<file path="src/rtl/fetch_decode_ctrl_if.sv">
// Fetch/decode controller bus: instruction-memory port plus the decode
// fields and per-stage controls that flow into the 4-stage data path.
interface fetch_decode_ctrl_if #(parameter int PC_W = 30);
  logic [PC_W-1:0] instr_addr;
  logic [31:0]     instr_data;
  logic [29:0]     regRS;
  logic            zero;
  logic [4:0]      Rs, Rt, Rd;
  logic [15:0]     imm16;
  logic            ALUSource, Branch;
  logic [1:0]      ALUControl;
  logic            MemWrite;
  logic            RegWrite, MemToReg;
  logic [4:0]      WriteRegAddr;
  logic            stall;

  modport master (
    output instr_addr, Rs, Rt, Rd, imm16, ALUSource, Branch, ALUControl,
           MemWrite, RegWrite, MemToReg, WriteRegAddr, stall,
    input  instr_data, regRS, zero
  );

  modport slave (
    input  instr_addr, Rs, Rt, Rd, imm16, ALUSource, Branch, ALUControl,
           MemWrite, RegWrite, MemToReg, WriteRegAddr, stall,
    output instr_data, regRS, zero
  );
endinterface

</file>
<file path="src/rtl/fetch_decode_ctrl.sv">
// Fetch + decode/control stage. Owns the PC, decodes the IF/ID instruction,
// delays controls to the data-path stage that consumes them, resolves J/JR
// in ID and BEQ in EX, and stalls on RAW hazards (no forwarding downstream).
module fetch_decode_ctrl #(
  parameter int              PC_W     = 30,
  parameter logic [PC_W-1:0] RESET_PC = '0
) (
  input logic                 clk,
  input logic                 reset,
  fetch_decode_ctrl_if.master bus
);
  localparam logic [5:0] OP_RTYPE = 6'h00, OP_ADDI = 6'h08, OP_LW = 6'h23,
                         OP_SW    = 6'h2B, OP_BEQ  = 6'h04, OP_J  = 6'h02;
  localparam logic [5:0] FN_ADD = 6'h20, FN_SUB = 6'h22, FN_SLT = 6'h2A, FN_JR = 6'h08;
  localparam logic [1:0] ALU_ADD = 2'b00, ALU_SUB = 2'b01, ALU_SLT = 2'b11;

  // Nested so each stage register carries only what later stages still need.
  typedef struct packed { logic reg_write; logic mem_to_reg; logic [4:0] wr_addr; } wb_ctrl_t;
  typedef struct packed { logic mem_write; wb_ctrl_t wb; } mem_ctrl_t;
  typedef struct packed { logic branch; logic [1:0] alu_ctrl; mem_ctrl_t mem; } ex_ctrl_t;

  logic [PC_W-1:0] pc, pc_id, pc_ex, pc_next;
  logic [PC_W-1:0] imm_ext, br_target, pc_id_inc, j_target, jr_target;
  logic [31:0]     ir;
  logic [15:0]     imm_ex;
  ex_ctrl_t        ctrl_id, ctrl_ex;
  mem_ctrl_t       ctrl_mem;
  wb_ctrl_t        ctrl_wb;
  logic            alu_src, reads_rs, reads_rt, is_j, is_jr;
  logic            hazard, br_taken, redirect;
  logic [4:0]      rs, rt;

  assign rs = ir[25:21];
  assign rt = ir[20:16];

  // Decode the IF/ID instruction into controls and source-register usage.
  always_comb begin
    ctrl_id  = '0;
    alu_src  = 1'b0;
    reads_rs = 1'b0;
    reads_rt = 1'b0;
    is_j     = 1'b0;
    is_jr    = 1'b0;
    case (ir[31:26])
      OP_RTYPE: begin
        if (ir[5:0] == FN_ADD || ir[5:0] == FN_SUB || ir[5:0] == FN_SLT) begin
          reads_rs                   = 1'b1;
          reads_rt                   = 1'b1;
          ctrl_id.mem.wb.reg_write   = 1'b1;
          ctrl_id.mem.wb.wr_addr     = ir[15:11];
          if (ir[5:0] == FN_SUB)      ctrl_id.alu_ctrl = ALU_SUB;
          else if (ir[5:0] == FN_SLT) ctrl_id.alu_ctrl = ALU_SLT;
          else                        ctrl_id.alu_ctrl = ALU_ADD;
        end else if (ir[5:0] == FN_JR) begin
          reads_rs = 1'b1;
          is_jr    = 1'b1;
        end
      end
      OP_ADDI: begin
        alu_src                  = 1'b1;
        reads_rs                 = 1'b1;
        ctrl_id.mem.wb.reg_write = 1'b1;
        ctrl_id.mem.wb.wr_addr   = rt;
      end
      OP_LW: begin
        alu_src                   = 1'b1;
        reads_rs                  = 1'b1;
        ctrl_id.mem.wb.reg_write  = 1'b1;
        ctrl_id.mem.wb.mem_to_reg = 1'b1;
        ctrl_id.mem.wb.wr_addr    = rt;
      end
      OP_SW: begin
        alu_src               = 1'b1;
        reads_rs              = 1'b1;
        reads_rt              = 1'b1;
        ctrl_id.mem.mem_write = 1'b1;
      end
      OP_BEQ: begin
        reads_rs         = 1'b1;
        reads_rt         = 1'b1;
        ctrl_id.branch   = 1'b1;
        ctrl_id.alu_ctrl = ALU_SUB;
      end
      OP_J:    is_j = 1'b1;
      default: ;
    endcase
    // r0 is hardwired; a write to it must never look like a pending producer.
    if (ctrl_id.mem.wb.wr_addr == 5'd0) ctrl_id.mem.wb.reg_write = 1'b0;
  end

  // RAW interlock: a source matches a pending write in EX or MEM (WB is safe,
  // the register file writes on the falling edge).
  always_comb begin
    hazard = 1'b0;
    if (reads_rs && ((ctrl_ex.mem.wb.reg_write && ctrl_ex.mem.wb.wr_addr == rs) ||
                     (ctrl_mem.wb.reg_write    && ctrl_mem.wb.wr_addr    == rs)))
      hazard = 1'b1;
    if (reads_rt && ((ctrl_ex.mem.wb.reg_write && ctrl_ex.mem.wb.wr_addr == rt) ||
                     (ctrl_mem.wb.reg_write    && ctrl_mem.wb.wr_addr    == rt)))
      hazard = 1'b1;
  end

  assign imm_ext   = {{(PC_W-16){imm_ex[15]}}, imm_ex};
  assign br_target = pc_ex + PC_W'(1) + imm_ext;
  assign pc_id_inc = pc_id + PC_W'(1);
  assign j_target  = (pc_id_inc & ~PC_W'(26'h3FF_FFFF)) | PC_W'(ir[25:0]);
  assign jr_target = PC_W'(bus.regRS);
  assign br_taken  = ctrl_ex.branch & bus.zero;

  // Next PC: taken branch beats stall, stall beats an ID jump.
  always_comb begin
    pc_next  = pc + PC_W'(1);
    redirect = 1'b0;
    if (br_taken)    pc_next = br_target;
    else if (hazard) pc_next = pc;
    else if (is_j)  begin pc_next = j_target;  redirect = 1'b1; end
    else if (is_jr) begin pc_next = jr_target; redirect = 1'b1; end
  end

  // PC and IF/ID register: hold on stall, load NOP on any redirect.
  always_ff @(posedge clk) begin
    if (reset) begin
      pc    <= RESET_PC;
      ir    <= '0;
      pc_id <= RESET_PC;
    end else begin
      pc <= pc_next;
      if (br_taken || redirect) ir <= '0;
      else if (!hazard) begin
        ir    <= bus.instr_data;
        pc_id <= pc;
      end
    end
  end

  // Control pipe EX -> MEM -> WB; a bubble enters EX on stall or branch flush.
  always_ff @(posedge clk) begin
    if (reset) begin
      ctrl_ex  <= '0;
      ctrl_mem <= '0;
      ctrl_wb  <= '0;
      pc_ex    <= '0;
      imm_ex   <= '0;
    end else begin
      ctrl_ex  <= (br_taken || hazard) ? '0 : ctrl_id;
      ctrl_mem <= ctrl_ex.mem;
      ctrl_wb  <= ctrl_mem.wb;
      pc_ex    <= pc_id;
      imm_ex   <= ir[15:0];
    end
  end

  assign bus.instr_addr   = pc;
  assign bus.Rs           = rs;
  assign bus.Rt           = rt;
  assign bus.Rd           = ir[15:11];
  assign bus.imm16        = ir[15:0];
  assign bus.ALUSource    = alu_src;
  assign bus.Branch       = ctrl_id.branch;
  assign bus.ALUControl   = ctrl_ex.alu_ctrl;
  assign bus.MemWrite     = ctrl_mem.mem_write;
  assign bus.RegWrite     = ctrl_wb.reg_write;
  assign bus.MemToReg     = ctrl_wb.mem_to_reg;
  assign bus.WriteRegAddr = ctrl_wb.wr_addr;
  assign bus.stall        = hazard;
endmodule

</file>
<file path="src/flat_wrapper.sv">
// flat-port wrapper written by rule: the top's interface ports become plain ports
module fetch_decode_ctrl_flat 
#(
  parameter int              PC_W     = 30,
  parameter logic [PC_W-1:0] RESET_PC = '0
)
  (clk, reset, bus_instr_addr, bus_Rs, bus_Rt, bus_Rd, bus_imm16, bus_ALUSource, bus_Branch, bus_ALUControl, bus_MemWrite, bus_RegWrite, bus_MemToReg, bus_WriteRegAddr, bus_stall, bus_instr_data, bus_regRS, bus_zero);
  fetch_decode_ctrl_if #(.PC_W(PC_W)) bus_i ();
  input logic clk;
  input logic reset;
  output wire logic [$bits(bus_i.instr_addr)-1:0] bus_instr_addr;
  output wire logic [$bits(bus_i.Rs)-1:0] bus_Rs;
  output wire logic [$bits(bus_i.Rt)-1:0] bus_Rt;
  output wire logic [$bits(bus_i.Rd)-1:0] bus_Rd;
  output wire logic [$bits(bus_i.imm16)-1:0] bus_imm16;
  output wire logic [$bits(bus_i.ALUSource)-1:0] bus_ALUSource;
  output wire logic [$bits(bus_i.Branch)-1:0] bus_Branch;
  output wire logic [$bits(bus_i.ALUControl)-1:0] bus_ALUControl;
  output wire logic [$bits(bus_i.MemWrite)-1:0] bus_MemWrite;
  output wire logic [$bits(bus_i.RegWrite)-1:0] bus_RegWrite;
  output wire logic [$bits(bus_i.MemToReg)-1:0] bus_MemToReg;
  output wire logic [$bits(bus_i.WriteRegAddr)-1:0] bus_WriteRegAddr;
  output wire logic [$bits(bus_i.stall)-1:0] bus_stall;
  input wire logic [$bits(bus_i.instr_data)-1:0] bus_instr_data;
  input wire logic [$bits(bus_i.regRS)-1:0] bus_regRS;
  input wire logic [$bits(bus_i.zero)-1:0] bus_zero;
  assign bus_instr_addr = bus_i.instr_addr;
  assign bus_Rs = bus_i.Rs;
  assign bus_Rt = bus_i.Rt;
  assign bus_Rd = bus_i.Rd;
  assign bus_imm16 = bus_i.imm16;
  assign bus_ALUSource = bus_i.ALUSource;
  assign bus_Branch = bus_i.Branch;
  assign bus_ALUControl = bus_i.ALUControl;
  assign bus_MemWrite = bus_i.MemWrite;
  assign bus_RegWrite = bus_i.RegWrite;
  assign bus_MemToReg = bus_i.MemToReg;
  assign bus_WriteRegAddr = bus_i.WriteRegAddr;
  assign bus_stall = bus_i.stall;
  assign bus_i.instr_data = bus_instr_data;
  assign bus_i.regRS = bus_regRS;
  assign bus_i.zero = bus_zero;
  fetch_decode_ctrl #(.PC_W(PC_W), .RESET_PC(RESET_PC)) u_core (.clk(clk), .reset(reset), .bus(bus_i));
endmodule
</file>
<file path="config.mk">
export PLATFORM = sky130hd
export DESIGN_NAME = fetch_decode_ctrl_flat
export DESIGN_NICKNAME = d
export VERILOG_FILES = /design/src/rtl/fetch_decode_ctrl_if.sv /design/src/rtl/fetch_decode_ctrl.sv /design/src/flat_wrapper.sv
export SDC_FILE = /design/constraint.sdc
export NUM_CORES = 1
export LEC_CHECK = 0
export ABC_CLOCK_PERIOD_IN_PS = 4250
export CAP_MARGIN = 30
export CORE_MARGIN = 2
export CORE_UTILIZATION = 58
export CTS_CLUSTER_DIAMETER = 80
export DETAILED_ROUTE_END_ITERATION = 12
export PLACE_DENSITY = 0.91
export SETUP_SLACK_MARGIN = 0.15
export SKIP_CTS_REPAIR_TIMING = 1
export SYNTH_ARGS = -nofsm -noshare
export SYNTH_HDL_FRONTEND = slang
export SYNTH_SLANG_ARGS = --single-unit
</file>
<file path="constraint.sdc">
create_clock -name clk -period 4.25 [get_ports clk]
set_clock_uncertainty 0.05 [all_clocks]
set_input_delay 0.85 -clock clk [delete_from_list [all_inputs] [get_ports clk]]
set_output_delay 0.85 -clock clk [all_outputs]
set_load 0.005 [all_outputs]
</file>
==> results_dict.tcl, run 1 <==
set metrics [dict create \
    outcome "complete, no violations" \
    yosysWarnings 0 \
    maxCapViolations 0 \
    syn_avg_cell_area_um2 7.98 \
    drtPass1Iterations 6 \
    met2_usage_pct 51.4 \
    ir_drop_mv 0.294 \
    synth_top_area_cell "dfxtp_1" \
    tritoncts "done" \
    critPathLaunchType "flop" \
    die_h_um 127 \
    track_usage_pct 32.0 \
    synthTopCellsByCount "nand2_1 (175), dfxtp_1 (164), a21oi_1 (116)" \
    dp_hpwl_um 17900 \
    r2r-end "u_core.bus.instr_addr[0]$_SDFFE_PP0P_" \
    hold_start "u_core.ctrl_ex[7]$_SDFF_PP0_" \
    cts_root_buffer "clkbuf_16" \
    maxSlewHeadroom_pct 40.7 \
    route.vias.total 8564 \
    synth-async-reset-ratio_pct 0 \
    cpPeakStageDelay_ns 0.67 \
    criticalPathCategory "flop to output port" \
    clock.fmax_mhz 271 \
    clock-sinks 164 \
    portBuffers 138 \
    area.growth.synth_to_final_pct 21.4 \
    synthTopCellsByArea "dfxtp_1 (38%), nand2_1 (7.5%), a21oi_1 (6.7%), nor2b_1 (4.8%), xnor2_1 (4.6%)" \
    cp.arrival_ns 2.79 \
    path_cells "or4b_2, a211o_1, o221ai_1, a22o_1, clkdlybuf4s50_1" \
    start_util_pct 59.7 \
    die_w_um 127 \
    place_inst 1339 \
    clock_latency_ns 0.44 \
    drt-wirelength-per-cell_um 18.8 \
    yosysUniqueCellTypes 69 \
    place_congestion 0.940 \
    startpoint "u_core.ir[29]$_SDFFE_PP0P_" \
    synth_edf_count 0 \
    min_period_ns 3.69 \
    synth-seq-area-share_pct 37.7 \
    fin_util_pct 72.4 \
    cts_buffers 17 \
    dieArea_um2 16000 \
    slowest_stage "or4b_2" \
    path_clk_slew_ns 0.07 \
    hold_violations 0 \
    grt_pass1_vias 8071 \
    drc 0 \
    p_leak_nw 4.07 \
    clk_path_buf_depth 2 \
    netlist_area_um2 8700 \
    finalMaxSlewViolations 0 \
    synthesis.nets 1186 \
    htreeDepth 4 \
    min_path_cells 1 \
    ios 139 \
    nets 1270 \
    grt_util_met1_pct 40.4 \
    antenna_found_initial 0 \
    endpoint_kind "output port" \
    reg2regPathDepth 9 \
    fp.coreArea_um2 14600 \
    r2r_slack_ns 0.97 \
    fin_crit_sh_pct 86.8 \
    drt-total-wl_um 25800 \
    setup_violations 0 \
    syn-instance-count 1090 \
    critPathMaxFanout 7 \
    synth_ff_type "dfxtp_1" \
    worstMarginPinSlew_ns 0.868 \
    layout-drive-gt1-share_pct 5.39 \
    grt.overflow.total 0 \
    grt_setup_unrepaired "false" \
    drtAntennaViolNets 0 \
    grt_pass1_wl_um 40800 \
    synth_most_common_cell "nand2_1" \
    top_usage_layer "met2" \
    synth_top_area_share_pct 37.7 \
    ys_ff_latch 164 \
    drt_iter0_drc 1213 \
    hp-class "flop to flop" \
    cp.required_ns 3.35 \
    p_per_area_nw_per_um2 348 \
    nFillCells 1095 \
    viasPerCell 6.25 \
    final.setup.tns_ns 0 \
    diodes 0 \
    fin_cells 1371 \
    hold_end "u_core.bus.MemWrite$_SDFF_PP0_" \
    rows 44 \
    grt_max_degree 69 \
    timing.rr.start "u_core.ir[28]$_SDFFE_PP0P_" \
    use_met3_pct 6.58 \
]
-- logic make-up (layout without fill, tap and decap cells) --
group / after synthesis / count (layout) / synth area share, %
AND/OR/NAND/NOR: 438 / 438 / 24.4
AO/OA/AOI/OAI: 285 / 285 / 20.5
flip-flops: 164 / 164 / 37.7
buffers and inverters: 107 / 204 / 6.27
XOR/XNOR: 61 / 61 / 6.14
adder cells (fa/ha/maj): 31 / 31 / 4.54
multiplexers: 4 / 4 / 0.460
-- per-stage QoR --
stage	setup WS [ns]	power [mW]	hold slack [ns]	area [um2]
after global routing	0.395	3.79	0.424	10600
after CTS	0.586	3.67	0.407	10600
after floorplan	1.55	1.96	0.364	8700
after detailed placement	1.12	2.16	0.386	9970
final	0.560	3.67	0.409	10600
after global placement	1.18	2.15	0.368	9970
-- per-layer routing --
layer  wire length (um)  share of wire [%]  up-vias
met1              10200                 39     3967
met3               2340                9.1      103
met4               1160                4.5        0
met5                  0                  0        -
met2              12100                 47      525
li1                   -                  -     3969
-- registers in the layout (all words and copies together), names as in the netlist --
signal	flops
u_core.ctrl_ex	9
u_core.bus.MemWrite	1
u_core.bus.WriteRegAddr	5
u_core.bus.instr_addr	30
u_core.bus.ALUControl	2
u_core.bus.RegWrite	1
u_core.pc_id	30
u_core.ctrl_mem	7
u_core.bus.MemToReg	1
u_core.pc_ex	30
u_core.ir	32
u_core.imm_ex	16
-- worst max-delay path, delay by kind of cell (launching register included) --
kind | cells | cell delay [ns]
AOI/OAI and AO/OA | 3 | 0.70
and+or+nand+nor | 1 | 0.67
buffers and inverters | 1 | 0.55
DFF | 1 | 0.44
-- final cells by class --
class / count / area (um2) / area share (%)
multi-input combinational: 819 / 4880 / 46.2
sequential: 164 / 3280 / 31.1
timing repair buffer: 154 / 1510 / 14.3
clock buffer: 22 / 494 / 4.68
tap: 184 / 230 / 2.18
clock inverter: 10 / 95.1 / 0.900
inverter: 18 / 67.6 / 0.640
-- worst max path at each step --
stage                                        endpoint  slack [ns]  cells past startpoint
4_1_cts                                     bus_stall        0.59                      5
6_report                                    bus_stall        0.56                      5
5_1_grt                                     bus_stall        0.39                      5
2_1_floorplan  u_core.bus.instr_addr[24]$_SDFFE_PP0P_        1.55                     12
3_5_place_dp    u_core.bus.instr_addr[0]$_SDFFE_PP0P_        1.12                      9
3_3_place_gp                                bus_stall        1.18                      5
-- cell usage in the layout (no fill, tap or decap), types with 6 or more instances in the layout --
master / count
a211o_1: 6
a211oi_1: 26
a21o_1: 13
a21oi_1: 116
a221oi_1: 6
a22oi_1: 6
a31oi_1: 8
and3_1: 6
buf_4: 16
clkbuf_16: 17
clkdlybuf4s50_1: 137
dfxtp_1: 164
ha_1: 30
inv_1: 18
nand2_1: 175
nand2b_1: 8
nand3_1: 14
nand4_1: 20
nor2_1: 82
nor2b_1: 67
nor3_1: 23
nor4_1: 8
o211ai_1: 6
o21ai_0: 44
o22ai_1: 10
xnor2_1: 46
xor2_1: 15
-- report_power, final --
group | switching, mW | internal [mW]
sequential | 0.0932 | 1.60
combinational | 0.219 | 0.232
clock | 0.645 | 0.886
total | 0.957 | 2.72
Note: power is estimated with default switching activity, not from simulation.
==> inputs of run 2 (changes only) <==
--- a/config.mk
+++ b/config.mk
@@ -9,7 +9,6 @@
 export CAP_MARGIN = 30
 export CORE_MARGIN = 2
 export CORE_UTILIZATION = 58
-export CTS_CLUSTER_DIAMETER = 80
 export DETAILED_ROUTE_END_ITERATION = 12
 export PLACE_DENSITY = 0.91
 export SETUP_SLACK_MARGIN = 0.15
==> results of run 2 <==
The final DEF is identical to that of run 1; final timing and power are the same.
==> inputs of run 3 (changes only) <==
--- a/config.mk
+++ b/config.mk
@@ -5,12 +5,11 @@
 export SDC_FILE = /design/constraint.sdc
 export NUM_CORES = 1
 export LEC_CHECK = 0
-export ABC_CLOCK_PERIOD_IN_PS = 4250
 export CAP_MARGIN = 30
 export CORE_MARGIN = 2
 export CORE_UTILIZATION = 58
 export DETAILED_ROUTE_END_ITERATION = 12
-export PLACE_DENSITY = 0.91
+export PLACE_DENSITY_LB_ADDON = 0.2
 export SETUP_SLACK_MARGIN = 0.15
 export SKIP_CTS_REPAIR_TIMING = 1
 export SYNTH_ARGS = -nofsm -noshare
==> results_dict.tcl, run 3 (same netlist as run 1, synthesis figures left out) <==
set metrics [dict create \
    die_w_um 127 \
    diodes 0 \
    drt_iter0_drc 943 \
    cp.required_ns 3.35 \
    grt_pass1_wl_um 39600 \
    slowest_stage "or4b_2" \
    cp.depth 5 \
    clk_path_buf_depth 2 \
    startpoint "u_core.ir[29]$_SDFFE_PP0P_" \
    cp.arrival_ns 2.70 \
    crit_path_end "bus_stall" \
    critPathMaxFanout 7 \
    antenna_found_initial 0 \
    layout_commonest_cell "nand2_1" \
    ios 139 \
    clock-sinks 164 \
    fin_util_pct 72.6 \
    tritoncts "done" \
    clock_latency_ns 0.43 \
    path_clk_slew_ns 0.06 \
    p_per_area_nw_per_um2 349 \
    drtPass1Iterations 7 \
    path_delay_family "simple AND/OR/NAND/NOR gates" \
    criticalPathCategory "flop to output port" \
    viasPerCell 6.08 \
    min_period_ns 3.60 \
    timing.rr.start "u_core.ir[28]$_SDFFE_PP0P_" \
    track_usage_pct 31.0 \
    fin_crit_sh_pct 84.7 \
    die_h_um 127 \
    dieArea_um2 16000 \
    clock.fmax_mhz 278 \
    area.growth.synth_to_final_pct 21.7 \
    hp-class "flop to flop" \
    cts_root_buffer "clkbuf_16" \
    path_cells "or4b_2, a211o_1, o221ai_1, a22o_1, clkdlybuf4s50_1" \
    regMostFlops "u_core.ir" \
    worstMarginPinSlew_ns 0.848 \
    place_congestion 0.954 \
    whs_ns 0.386 \
    p_leak_nw 4.08 \
    drtAntennaViolNets 0 \
    grt_setup_unrepaired "false" \
    setup_violations 0 \
    drt-total-wl_um 25200 \
    ir_drop_mv 0.281 \
    dp_hpwl_um 17700 \
    final.setup.tns_ns 0 \
    fp.coreArea_um2 14600 \
    outcome "complete, no violations" \
    hold_violations 0 \
    grt_max_degree 74 \
    p_total_mw 3.69 \
    maxCapViolations 0 \
    htreeDepth 4 \
    route.vias.total 8360 \
    cp_num_buf_inv 1 \
    largest_register_ffs 32 \
    drc 0 \
    nets 1274 \
    rows 44 \
    endpoint_kind "output port" \
    r2r_slack_ns 0.99 \
    drt-wirelength-per-cell_um 18.3 \
    maxSlewHeadroom_pct 43.3 \
    grt.overflow.total 0 \
    finalMaxSlewViolations 0 \
    cts_buffers 17 \
    cpPeakStageDelay_ns 0.66 \
    portBuffers 138 \
    start_util_pct 59.7 \
    reg2regPathDepth 9 \
    mostFrequentLayoutCells "nand2_1 (175), dfxtp_1 (164), clkdlybuf4s50_1 (137)" \
    grt_pass1_vias 7592 \
    critPathLaunchType "flop" \
    layout-drive-gt1-share_pct 5.63 \
    r2r-end "u_core.bus.instr_addr[0]$_SDFFE_PP0P_" \
]
==> run 3: cell count changes in the layout (fill, tap and decap cells not counted) <==
cell,change
buf_4,+4
clkbuf_8,-4
clkinv_2,-2
clkinv_4,+2
bufinv_16,+1
clkbuf_1,+1
clkinvlp_4,+1
inv_6,+1
==> run 3: report_power, final <==
group | switching, mW | internal [mW]
combinational | 0.212 | 0.236
sequential | 0.0964 | 1.60
clock | 0.663 | 0.888
==> run 3: worst min-delay path by stage <==
stage	endpoint	slack [ns]	from	cells after the start
after floorplan	u_core.bus.MemToReg$_SDFF_PP0_	0.36	u_core.ctrl_mem[5]$_SDFF_PP0_	1
after global placement	u_core.bus.MemWrite$_SDFF_PP0_	0.37	u_core.ctrl_ex[7]$_SDFF_PP0_	1
after detailed placement	u_core.bus.MemToReg$_SDFF_PP0_	0.37	u_core.ctrl_mem[5]$_SDFF_PP0_	1
after CTS	u_core.bus.MemToReg$_SDFF_PP0_	0.39	u_core.ctrl_mem[5]$_SDFF_PP0_	1
after global routing	u_core.bus.MemToReg$_SDFF_PP0_	0.41	u_core.ctrl_mem[5]$_SDFF_PP0_	1
final	u_core.bus.MemToReg$_SDFF_PP0_	0.39	u_core.ctrl_mem[5]$_SDFF_PP0_	1
==> run 3: per-layer routing <==
layer | wire length, um | global-route usage, % | part of all wire [%]
met1 | 10600 | 40.0 | 42
met2 | 11700 | 51.1 | 46
met3 | 2040 | 6.03 | 8.1
met4 | 877 | 12.5 | 3.5
met5 | 0 | 0 | 0
==> run 3: metrics by stage <==
stage          cells  setup WS, ns  area [um2]
6_report        1375         0.652       10600
5_1_grt         1375         0.572       10600
4_1_cts         1375         0.654       10600
3_5_place_dp    1343          1.11       10000
3_3_place_gp    1343          1.15       10000
2_1_floorplan   1090          1.55        8700
==> run 3: area by class of cell <==
class	count	area, um2
multi-input cells	819	4880
well taps	184	230
flip-flops and latches	164	3280
clock buffers	19	443
repair buffers	158	1540
clock inverters	13	149
inverters	18	67.6
fillers	1130	3990
